### src/rtl/axis_out_packer_pkg.sv
// Shared types for the AXI-Stream output packer: element width modes and
// helpers that decode the raw mode field and give the per-element byte count.
package out_pkg;

    typedef enum logic [1:0] {
        OUT_8  = 2'd0,
        OUT_16 = 2'd1,
        OUT_32 = 2'd2
    } out_mode_t;

    // The reserved encoding 3 behaves exactly like the 32-bit mode.
    function automatic out_mode_t decode_mode(input logic [1:0] raw);
        out_mode_t m;
        case (raw)
            2'd0:    m = OUT_8;
            2'd1:    m = OUT_16;
            default: m = OUT_32;
        endcase
        return m;
    endfunction

    function automatic logic [2:0] out_bytes(input out_mode_t mode);
        logic [2:0] n;
        case (mode)
            OUT_8:   n = 3'd1;
            OUT_16:  n = 3'd2;
            default: n = 3'd4;
        endcase
        return n;
    endfunction

endpackage

### src/rtl/axis_out_packer_if.sv
// Bundles the result-beat input stream and the byte-packed AXI-Stream output
// of axis_out_packer; 'slave' is the packer's view, 'master' the surroundings'.
interface axis_out_packer_if #(
    parameter int ROWS         = 8,
    parameter int Y_BITS       = 24,
    parameter int M_DATA_WIDTH = 64,
    parameter int W_BPT        = 8
);
    localparam int M_BYTES = M_DATA_WIDTH / 8;

    // Both channels: a beat transfers on a rising clock edge where valid and
    // ready are both high; once valid is raised the payload is held unchanged
    // until that edge, and valid never waits on ready.
    logic                     s_valid;
    logic                     s_ready;
    logic [ROWS*Y_BITS-1:0]   s_data;
    logic                     s_last;
    logic [1:0]               s_mode;

    logic                     m_valid;
    logic                     m_ready;
    logic [M_DATA_WIDTH-1:0]  m_data;
    logic [M_BYTES-1:0]       m_keep;
    logic                     m_last;
    logic [W_BPT-1:0]         m_bytes_per_transfer;

    modport slave (
        input  s_valid, s_data, s_last, s_mode, m_ready,
        output s_ready, m_valid, m_data, m_keep, m_last, m_bytes_per_transfer
    );

    modport master (
        output s_valid, s_data, s_last, s_mode, m_ready,
        input  s_ready, m_valid, m_data, m_keep, m_last, m_bytes_per_transfer
    );

endinterface

### src/rtl/axis_out_packer_elem_fmt.sv
// Formats one signed result element to 8/16/32 bits. Narrowing clamps when
// OUT_SATURATE_EN is defined and plainly truncates otherwise.
module out_elem_fmt
    import out_pkg::*;
#(
    parameter int Y_BITS = 24
) (
    input  logic [Y_BITS-1:0] elem_i,
    input  out_mode_t         mode_i,
    output logic [31:0]       res_o
);

    logic signed [Y_BITS-1:0] elem_s;
    logic signed [31:0]       sext;
    logic [31:0]              narrowed;
    logic [31:0]              ow_mask;

    assign elem_s = elem_i;
    assign sext   = 32'(elem_s);

    always_comb begin
        ow_mask = 32'hFFFF_FFFF;
        case (mode_i)
            OUT_8:   ow_mask = 32'h0000_00FF;
            OUT_16:  ow_mask = 32'h0000_FFFF;
            default: ow_mask = 32'hFFFF_FFFF;
        endcase
    end

`ifdef OUT_SATURATE_EN
    // Clamping only matters when the target width is narrower than the input.
    always_comb begin
        narrowed = sext;
        case (mode_i)
            OUT_8: begin
                if (Y_BITS > 8) begin
                    if (sext > 32'sd127)
                        narrowed = 32'h0000_007F;
                    else if (sext < -32'sd128)
                        narrowed = 32'hFFFF_FF80;
                end
            end
            OUT_16: begin
                if (Y_BITS > 16) begin
                    if (sext > 32'sd32767)
                        narrowed = 32'h0000_7FFF;
                    else if (sext < -32'sd32768)
                        narrowed = 32'hFFFF_8000;
                end
            end
            default: narrowed = sext;
        endcase
    end
`else
    assign narrowed = sext;
`endif

    assign res_o = narrowed & ow_mask;

endmodule

### src/rtl/axis_out_packer.sv
// Packs formatted result elements little-endian into M_DATA_WIDTH AXI-Stream
// beats with partial-beat flush on packet end. Narrowing mode: OUT_SATURATE_EN.
module axis_out_packer
    import out_pkg::*;
#(
    parameter int ROWS         = 8,
    parameter int Y_BITS       = 24,
    parameter int M_DATA_WIDTH = 64,
    parameter int W_BPT        = 8
) (
    input  logic                 aclk,
    input  logic                 areset,
    axis_out_packer_if.slave     bus
);

    localparam int M_BYTES      = M_DATA_WIDTH / 8;
    localparam int IN_MAX_BYTES = ROWS * 4;
    localparam int BUF_BYTES    = IN_MAX_BYTES + M_BYTES;
    localparam int BUF_W        = BUF_BYTES * 8;
    localparam int IN_W         = IN_MAX_BYTES * 8;
    localparam int CW           = $clog2(BUF_BYTES + 1);

    logic [BUF_W-1:0] buf_q, buf_d;
    logic [CW-1:0]    cnt_q, cnt_d;
    logic             last_pend_q, last_pend_d;
    logic             pkt_active_q, pkt_active_d;
    out_mode_t        mode_q, mode_d;

    out_mode_t        beat_mode;
    logic [31:0]      fmt_res [ROWS];
    logic [IN_W-1:0]  in_bytes;
    logic [CW-1:0]    ib;

    logic             s_ready;
    logic             push;
    logic             m_valid;
    logic             m_last;
    logic             pop;
    logic [CW-1:0]    nb;
    logic [M_BYTES-1:0] keep;

    logic [BUF_W-1:0] shifted;
    logic [CW-1:0]    cnt_after;

    // The first beat of a packet uses the live mode; later beats the latched one.
    assign beat_mode = pkt_active_q ? mode_q : decode_mode(bus.s_mode);

    for (genvar r = 0; r < ROWS; r++) begin : g_fmt
        out_elem_fmt #(
            .Y_BITS (Y_BITS)
        ) u_fmt (
            .elem_i (bus.s_data[r*Y_BITS +: Y_BITS]),
            .mode_i (beat_mode),
            .res_o  (fmt_res[r])
        );
    end

    always_comb begin
        in_bytes = '0;
        for (int r = 0; r < ROWS; r++) begin
            case (beat_mode)
                OUT_8:   in_bytes[r*8  +: 8]  = fmt_res[r][7:0];
                OUT_16:  in_bytes[r*16 +: 16] = fmt_res[r][15:0];
                default: in_bytes[r*32 +: 32] = fmt_res[r];
            endcase
        end
    end

    always_comb begin
        ib = CW'(ROWS * 4);
        case (out_bytes(beat_mode))
            3'd1:    ib = CW'(ROWS);
            3'd2:    ib = CW'(ROWS * 2);
            default: ib = CW'(ROWS * 4);
        endcase
    end

    // Ready reserves room for the widest possible beat, so it never depends
    // on the incoming mode.
    assign s_ready = !areset && !last_pend_q && (cnt_q <= CW'(BUF_BYTES - IN_MAX_BYTES));
    assign push    = bus.s_valid && s_ready;

    assign m_valid = (cnt_q >= CW'(M_BYTES)) || (last_pend_q && (cnt_q != '0));
    assign nb      = (cnt_q < CW'(M_BYTES)) ? cnt_q : CW'(M_BYTES);
    assign m_last  = m_valid && last_pend_q && (cnt_q <= CW'(M_BYTES));
    assign pop     = m_valid && bus.m_ready;

    always_comb begin
        keep = '0;
        for (int b = 0; b < M_BYTES; b++)
            keep[b] = m_valid && (CW'(b) < nb);
    end

    // Bytes at and above cnt_q are kept zero, so the tail of a flushed beat
    // reads as zero and new bytes can simply be OR-ed in.
    always_comb begin
        shifted      = buf_q;
        cnt_after    = cnt_q;
        if (pop) begin
            shifted   = buf_q >> M_DATA_WIDTH;
            cnt_after = cnt_q - nb;
        end

        buf_d        = shifted;
        cnt_d        = cnt_after;
        last_pend_d  = last_pend_q;
        pkt_active_d = pkt_active_q;
        mode_d       = mode_q;

        if (push) begin
            buf_d        = shifted | (BUF_W'(in_bytes) << {cnt_after, 3'b000});
            cnt_d        = cnt_after + ib;
            pkt_active_d = 1'b1;
            if (!pkt_active_q)
                mode_d = beat_mode;
            if (bus.s_last)
                last_pend_d = 1'b1;
        end

        if (pop && m_last) begin
            last_pend_d  = 1'b0;
            pkt_active_d = 1'b0;
        end
    end

    always_ff @(posedge aclk) begin
        if (areset) begin
            buf_q        <= '0;
            cnt_q        <= '0;
            last_pend_q  <= 1'b0;
            pkt_active_q <= 1'b0;
            mode_q       <= OUT_8;
        end else begin
            buf_q        <= buf_d;
            cnt_q        <= cnt_d;
            last_pend_q  <= last_pend_d;
            pkt_active_q <= pkt_active_d;
            mode_q       <= mode_d;
        end
    end

    assign bus.s_ready              = s_ready;
    assign bus.m_valid              = m_valid;
    assign bus.m_data               = buf_q[M_DATA_WIDTH-1:0];
    assign bus.m_keep               = keep;
    assign bus.m_last               = m_last;
    assign bus.m_bytes_per_transfer = m_valid ? W_BPT'(nb) : '0;

endmodule

### src/flat_wrapper.sv
// flat-port wrapper written by rule: the top's interface ports become plain ports
module axis_out_packer_flat import out_pkg::*;
#(
    parameter int ROWS         = 8,
    parameter int Y_BITS       = 24,
    parameter int M_DATA_WIDTH = 64,
    parameter int W_BPT        = 8
)
  (aclk, areset, bus_s_valid, bus_s_data, bus_s_last, bus_s_mode, bus_m_ready, bus_s_ready, bus_m_valid, bus_m_data, bus_m_keep, bus_m_last, bus_m_bytes_per_transfer);
  axis_out_packer_if #(.ROWS(ROWS), .Y_BITS(Y_BITS), .M_DATA_WIDTH(M_DATA_WIDTH), .W_BPT(W_BPT)) bus_i ();
  input  logic aclk;
  input  logic areset;
  input wire logic [$bits(bus_i.s_valid)-1:0] bus_s_valid;
  input wire logic [$bits(bus_i.s_data)-1:0] bus_s_data;
  input wire logic [$bits(bus_i.s_last)-1:0] bus_s_last;
  input wire logic [$bits(bus_i.s_mode)-1:0] bus_s_mode;
  input wire logic [$bits(bus_i.m_ready)-1:0] bus_m_ready;
  output wire logic [$bits(bus_i.s_ready)-1:0] bus_s_ready;
  output wire logic [$bits(bus_i.m_valid)-1:0] bus_m_valid;
  output wire logic [$bits(bus_i.m_data)-1:0] bus_m_data;
  output wire logic [$bits(bus_i.m_keep)-1:0] bus_m_keep;
  output wire logic [$bits(bus_i.m_last)-1:0] bus_m_last;
  output wire logic [$bits(bus_i.m_bytes_per_transfer)-1:0] bus_m_bytes_per_transfer;
  assign bus_i.s_valid = bus_s_valid;
  assign bus_i.s_data = bus_s_data;
  assign bus_i.s_last = bus_s_last;
  assign bus_i.s_mode = bus_s_mode;
  assign bus_i.m_ready = bus_m_ready;
  assign bus_s_ready = bus_i.s_ready;
  assign bus_m_valid = bus_i.m_valid;
  assign bus_m_data = bus_i.m_data;
  assign bus_m_keep = bus_i.m_keep;
  assign bus_m_last = bus_i.m_last;
  assign bus_m_bytes_per_transfer = bus_i.m_bytes_per_transfer;
  axis_out_packer #(.ROWS(ROWS), .Y_BITS(Y_BITS), .M_DATA_WIDTH(M_DATA_WIDTH), .W_BPT(W_BPT)) u_core (.aclk(aclk), .areset(areset), .bus(bus_i));
endmodule
### config.mk
export PLATFORM = sky130hd
export DESIGN_NAME = axis_out_packer_flat
export DESIGN_NICKNAME = d
export VERILOG_FILES = /design/src/rtl/axis_out_packer_pkg.sv /design/src/rtl/axis_out_packer_if.sv /design/src/rtl/axis_out_packer_elem_fmt.sv /design/src/rtl/axis_out_packer.sv /design/src/flat_wrapper.sv
export SDC_FILE = /design/constraint.sdc
export NUM_CORES = 2
export LEC_CHECK = 0
export CORE_ASPECT_RATIO = 0.7
export CORE_MARGIN = 2
export CORE_UTILIZATION = 43
export DETAILED_ROUTE_END_ITERATION = 7
export SLEW_MARGIN = 10
export SYNTH_ARGS = -nofsm -noshare
export SYNTH_HDL_FRONTEND = slang
export SYNTH_SLANG_ARGS = --single-unit
### constraint.sdc
create_clock -name aclk -period 4.02 [get_ports aclk]
set_input_delay 0.402 -clock aclk [delete_from_list [all_inputs] [get_ports aclk]]
set_output_delay 0.402 -clock aclk [all_outputs]
set_load 0.1 [all_outputs]
## Word-level counts from Yosys, hierarchy flattened

Index checks and enable logic that the tools add are counted.

| operators by class | value |
|---|---|
| add/subtract/negate cells | 2 |
| magnitude comparators | 11 |
| equality and inequality tests | 4 |
| shifts and indexed selects | 1 |
| muxes and demuxes | 31 |
| bitwise gates (word level) | 10 |
| reductions and logical operators | 26 |

Operators by type and width:

| kind | number |
|---|---|
| 320-bit 2-to-1 mux | 2 |
| 320-bit OR | 1 |
| 256-bit by 9-bit << shifter with 320-bit output | 1 |
| 32-bit AND | 8 |
| 32-bit 2-to-1 mux | 6 |
| 16-bit 2-to-1 mux | 7 |
| 32-bit one-hot mux with 2 select lines | 1 |
| 8-bit 2-to-1 mux | 7 |
| 3-bit by 6-bit less-than comparator with 1-bit output (first input constant) | 4 |
| 6-bit 2-to-1 mux | 4 |
| 1-bit logical AND | 16 |
| 1-bit by 6-bit less-than comparator with 1-bit output (first input constant) | 2 |
| 2-bit by 6-bit less-than comparator with 1-bit output (first input constant) | 2 |
| 6-bit one-hot mux with 2 select lines | 1 |
| 6-bit adder | 1 |
| 6-bit by 4-bit >= comparator with 1-bit output (second input constant) | 1 |
| 6-bit by 4-bit <= comparator with 1-bit output (second input constant) | 1 |
| 6-bit by 4-bit less-than comparator with 1-bit output (second input constant) | 1 |
| 3-bit one-hot mux with 2 select lines | 1 |
| 6-bit nonzero test | 1 |
| 6-bit subtractor | 1 |
| 2-bit by 1-bit equality test with 1-bit output (second input constant) | 2 |
| 2-bit zero test | 2 |
| 2-bit one-hot mux with 2 select lines | 1 |
| 8 further kinds | 11 |

| storage, ports and cells | value |
|---|---|
| register bits after elaboration | 330 |
| input bits | 199 |
| output and inout port bits | 83 |
| word-level logic and storage cells | 90 |

## Logic depth before layout (Yosys ltp)

| logic depth | value |
|---|---|
| word-level depth | 11 |
| gate-level depth with buffers | 18 |
| depth with buffers taken out | 14 |

## By module

From an unflattened synthesis, not the netlist that was laid out.

| unflattened totals | value |
|---|---|
| cells, all modules | 4256 |
| area total of the unflattened synthesis | 32407.3 sq um |

Modules (own cells, without submodules):

| module | instances | cells an instance | area each (sq um) |
|---|---|---|---|
| axis_out_packer | 1 | 3984 | 30395.4 |
| out_elem_fmt | 8 | 34 | 251.5 |

## Worst setup path before layout

OpenSTA, ideal clock, no wires.

| timing | value |
|---|---|
| path kind | register to register |
| start point | register u_core.cnt_q[2] |
| end point | register u_core.buf_q[220] |
| library setup time | 0.058 ns |
| arrival time | 4.531 ns |
| data required time | 3.962 ns |
| slack | -0.569 ns |
| cell stages (with the launch flop) | 13 |
| clock period less this slack | 4.589 ns |
| path through | dfxtp_1 -> buf_6 -> or3_1 -> buf_2 -> a2111oi_2 -> nand2_1 -> nor2_2 -> nand2_1 -> clkbuf_1 -> clkbuf_1 -> o22ai_1 -> a21oi_1 -> nand2_1 |

RTL lines:

| item | line | RTL |
|---|---|---|
| start: declaration | axis_out_packer.sv:24 | `logic [CW-1:0] cnt_q, cnt_d;` |
| start signal: assignment | axis_out_packer.sv:135 | `cnt_q <= cnt_d;` |
| 6-bit by 4-bit <= comparator with 1-bit output | axis_out_packer.sv:80 | `assign s_ready = !areset && !last_pend_q && (cnt_q <= CW'(BUF_BYTES - IN_MAX_BYTES));` |
| 1-bit logical AND | axis_out_packer.sv:80 |  |
| named net bus_s_ready | flat_wrapper.sv:18 | `output wire logic [$bits(bus_i.s_ready)-1:0] bus_s_ready;` |
| 1-bit logical AND | axis_out_packer.sv:81 | `assign push = bus.s_valid && s_ready;` |
| 320-bit 2-to-1 mux | axis_out_packer.sv:110 | `if (push) begin` |
| end signal: assignment | axis_out_packer.sv:134 | `buf_q <= buf_d;` |
| end: declaration | axis_out_packer.sv:23 | `logic [BUF_W-1:0] buf_q, buf_d;` |

The timed path passes the listed nets, and every way through them passes these cells.
A chain may end at the register's enable or synchronous reset.

## Worst setup path after layout

| timing | value |
|---|---|
| start point | register u_core.cnt_q[4] |
| end point | register u_core.buf_q[185] |

| between the ends | value |
|---|---|
| word-level cells in the longest chain between the ends | 8 |

Ends and longest elaborated chain:

| item | line |
|---|---|
| branches (longest 7 deep; another with 6-bit by 4-bit less-than comparator with 1-bit output) | -- |
| 320-bit 2-to-1 mux * | axis_out_packer.sv:110 |

Every way passes the cells marked *.

==> results.sh <==
export IMPL_synthXorXnorAreaFrac=0.0009024
export IMPL_port_buffer_count=277
export IMPL_layout_setup_ws_ns=-0.05437
export IMPL_ir_drop_mv=0.4115
export IMPL_clockBufferDepth=3
export IMPL_io_pins=282
export IMPL_fp_dieH_um=221.7
export IMPL_power_mw=20.24
export IMPL_dp_slack_ns=-0.1262
export IMPL_die_area_um2=69850
export IMPL_synth_mux_area_frac=0.1529
export IMPL_coreArea_um2=66720
export IMPL_final_net_count=4682
export IMPL_drt_pass1_iterations=8
export IMPL_cp_start_kind="register"
export IMPL_syn2layout_area_growth_pct=25.08
export IMPL_leakage_nw=14.10
export IMPL_placed_cell_area_um2=35100
export IMPL_hp_class="in -> reg"
export IMPL_synth_top_area_frac=0.2269
export IMPL_crit_type="reg -> reg"
export IMPL_drtIter0Drc=6241
export IMPL_power_density_nw_per_um2=555.8
export IMPL_fmax_mhz=245.4
export IMPL_critical_path_required_ns=4.50
export IMPL_fillers=6442
export IMPL_grt_usage=0.4912
export IMPL_setup_viol=1
export IMPL_synth_area_leader_cell="dfxtp_1"
export IMPL_slew_violations=0
export IMPL_dp_cells=5329
export IMPL_utilization=0.5459
export IMPL_rsz0062_at_grt="false"
export IMPL_gp_congestion=1.117
export IMPL_yosysUniqueCellTypes=82
export IMPL_grt_pass1_vias=33490
export IMPL_netlist_area_um2=29120
export IMPL_async_flop_share=0
export IMPL_violations="negative setup slack"
export IMPL_cts_tree="yes"
export IMPL_seq_area_frac_synth=0.2269
export IMPL_vias=37090
export IMPL_yosysWarnings=0
export IMPL_htreeDepth=2
export IMPL_drc=0
export IMPL_skew_ns=0.02843
export IMPL_holdWs_ns=0.05523
export IMPL_fin_crit_sh=1.014
export IMPL_start_util=0.4364
export IMPL_layout_commonest_cell="nand2_1"
export IMPL_synth_compound_area_share=0.3212
export IMPL_drive_gt1_frac=0.1659
export IMPL_grt_max_degree=138
export IMPL_synth_edf_count=0
export IMPL_hold_buffers=0
export IMPL_ant_nets=0
export IMPL_grt_antenna_before_repair=15
export IMPL_post_route_min_period_ns=4.074
export IMPL_clkLatencyLatePin_ns=0.58
export IMPL_synth_cells=4164
export IMPL_postRouteWirelength_um=179300
export IMPL_status="finished, violations left"
export IMPL_fin_setup_tns_ns=-0.05437
export IMPL_synth_top_family_by_area="compound AO/OA/AOI/OAI gates"
export IMPL_routed_via_density=6.865
export IMPL_synthAdderAreaFrac=0.001977
export IMPL_clk_pin_slew_ns=0.06
export IMPL_avgSynthCellArea_um2=6.993
export IMPL_worstMarginPinSlew_ns=1.120
export IMPL_synth_simple_area_share=0.2138
export IMPL_cts_buffers=35
export IMPL_finalNonFillerCells=5403
export IMPL_synth_seq_cells=330
export IMPL_synth_flop_cell="dfxtp_1"
export IMPL_cts_sinks=330
export IMPL_grt_overflow_total=0
export IMPL_synth_area_leaders="dfxtp_1 23%, nand2_1 11%, mux2i_1 11%"
export IMPL_maxCapViolCount=0
export IMPL_grt_pass1_wl_um=249200
export IMPL_wl_per_cell_um=33.19
export IMPL_critPathArrivalTime_ns=4.55
export IMPL_hpwlAfterDp_um=139400
export IMPL_fin_area_um2=36420
export IMPL_cts_root_buf="clkbuf_16"
export IMPL_relSlewSlack=0.2318
export IMPL_end_kind="register"
export IMPL_worstPathMaxFanout=30
export IMPL_die_width_um=315.0
export IMPL_mostFrequentLayoutCells="881 x nand2_1, 446 x buf_4, 406 x a21oi_1, 328 x dfxtp_1, 314 x mux2i_1"
export IMPL_finalHoldViolCount=0
export IMPL_rows=79
==> kinds of logic (layout without fill, tap and decap cells) <==
group,Yosys count,in the layout
flip-flops,330,330
multiplexers,430,430
buffers and inverters,503,838
AND/OR/NAND/NOR,1442,1442
adder cells (fa/ha/maj),4,4
AO/OA/AOI/OAI,1450,1450
XOR/XNOR,3,3
other,2,15
==> path summary, 6_finish.rpt <==
kind | startpoint | end | slack, ns | depth (start not counted)
setup / recovery | u_core.cnt_q[4] | u_core.buf_q[185] | -0.05 | 13
hold / removal | areset | u_core.mode_q[1] | 0.06 | 2
setup reg to reg | u_core.cnt_q[4] | u_core.buf_q[185] | -0.05 | 13
hold reg to reg | u_core.buf_q[306] | u_core.buf_q[306] | 0.45 | 2
==> metal layers <==
layer | GRT usage | up-vias | share of wire
met5 | 0 | - | 0.00047
met4 | 0.2657 | 10 | 0.066
met3 | 0.1516 | 569 | 0.13
met2 | 0.6982 | 2925 | 0.40
met1 | 0.6574 | 17780 | 0.40
li1 | - | 15810 | -
==> power by group <==
| group | switching (mW) | internal [mW] |
|---|---|---|
| combinational | 8.11 | 4.13 |
| clock | 1.50 | 2.03 |
| sequential | 0.481 | 4.00 |
| total | 10.1 | 10.2 |
==> state kept, by name, summed over array words and instances, names as in the netlist <==
| signal | count |
|---|---|
| u_core.mode_q | 2 |
| u_core.last_pend_q | 1 |
| u_core.cnt_q | 6 |
| u_core.pkt_active_q | 1 |
| u_core.buf_q | 320 |
==> cell usage after synthesis (27+ instances only) <==
cell / number
o32ai_1: 33
a221o_1: 28
dfxtp_1: 330
o22ai_1: 90
o22a_1: 29
a221oi_1: 39
buf_2: 110
buf_4: 81
o221ai_1: 48
a32oi_1: 43
a21oi_1: 411
mux2_2: 115
nand3b_1: 76
mux2i_1: 314
nand3_1: 55
nand2_1: 883
o211ai_1: 68
clkbuf_1: 248
o21ai_0: 270
a31oi_1: 146
buf_1: 44
a22o_1: 27
a211oi_1: 56
o21ai_1: 27
and2_1: 39
nand2b_1: 27
nor2_1: 266
==> critical path: stages, from the launching register on <==
cell and delay (ns):
dfxtp_1 0.31, buf_4 0.18, or3b_1 0.61, o21ai_4 0.24, buf_12 0.23, buf_4 0.20, nor2_1 0.06, nor2_1 0.78
a21oi_1 0.24, buf_4 0.19, o21ai_0 0.42, buf_4 0.22, o211ai_1 0.09, a211oi_1 0.21
==> cell type report <==
class	count	area, um2	area share
well taps	891	1115	0.03061
diodes	9	22.52	0.0006184
multi-input cells	3335	20330	0.5582
inverters	12	47.55	0.001305
clock inverters	14	171.4	0.004706
flip-flops and latches	330	6611	0.1815
clock buffers	47	1042	0.02862
repair buffers	765	7081	0.1944
==> repair_timing <==
item,4_1_cts,5_1_grt
buffers inserted,0,3
setup endpoints to repair,0,28
resized for setup,0,10
endpoints found under the hold margin,0,0
Power figures use the tool's default switching activity.
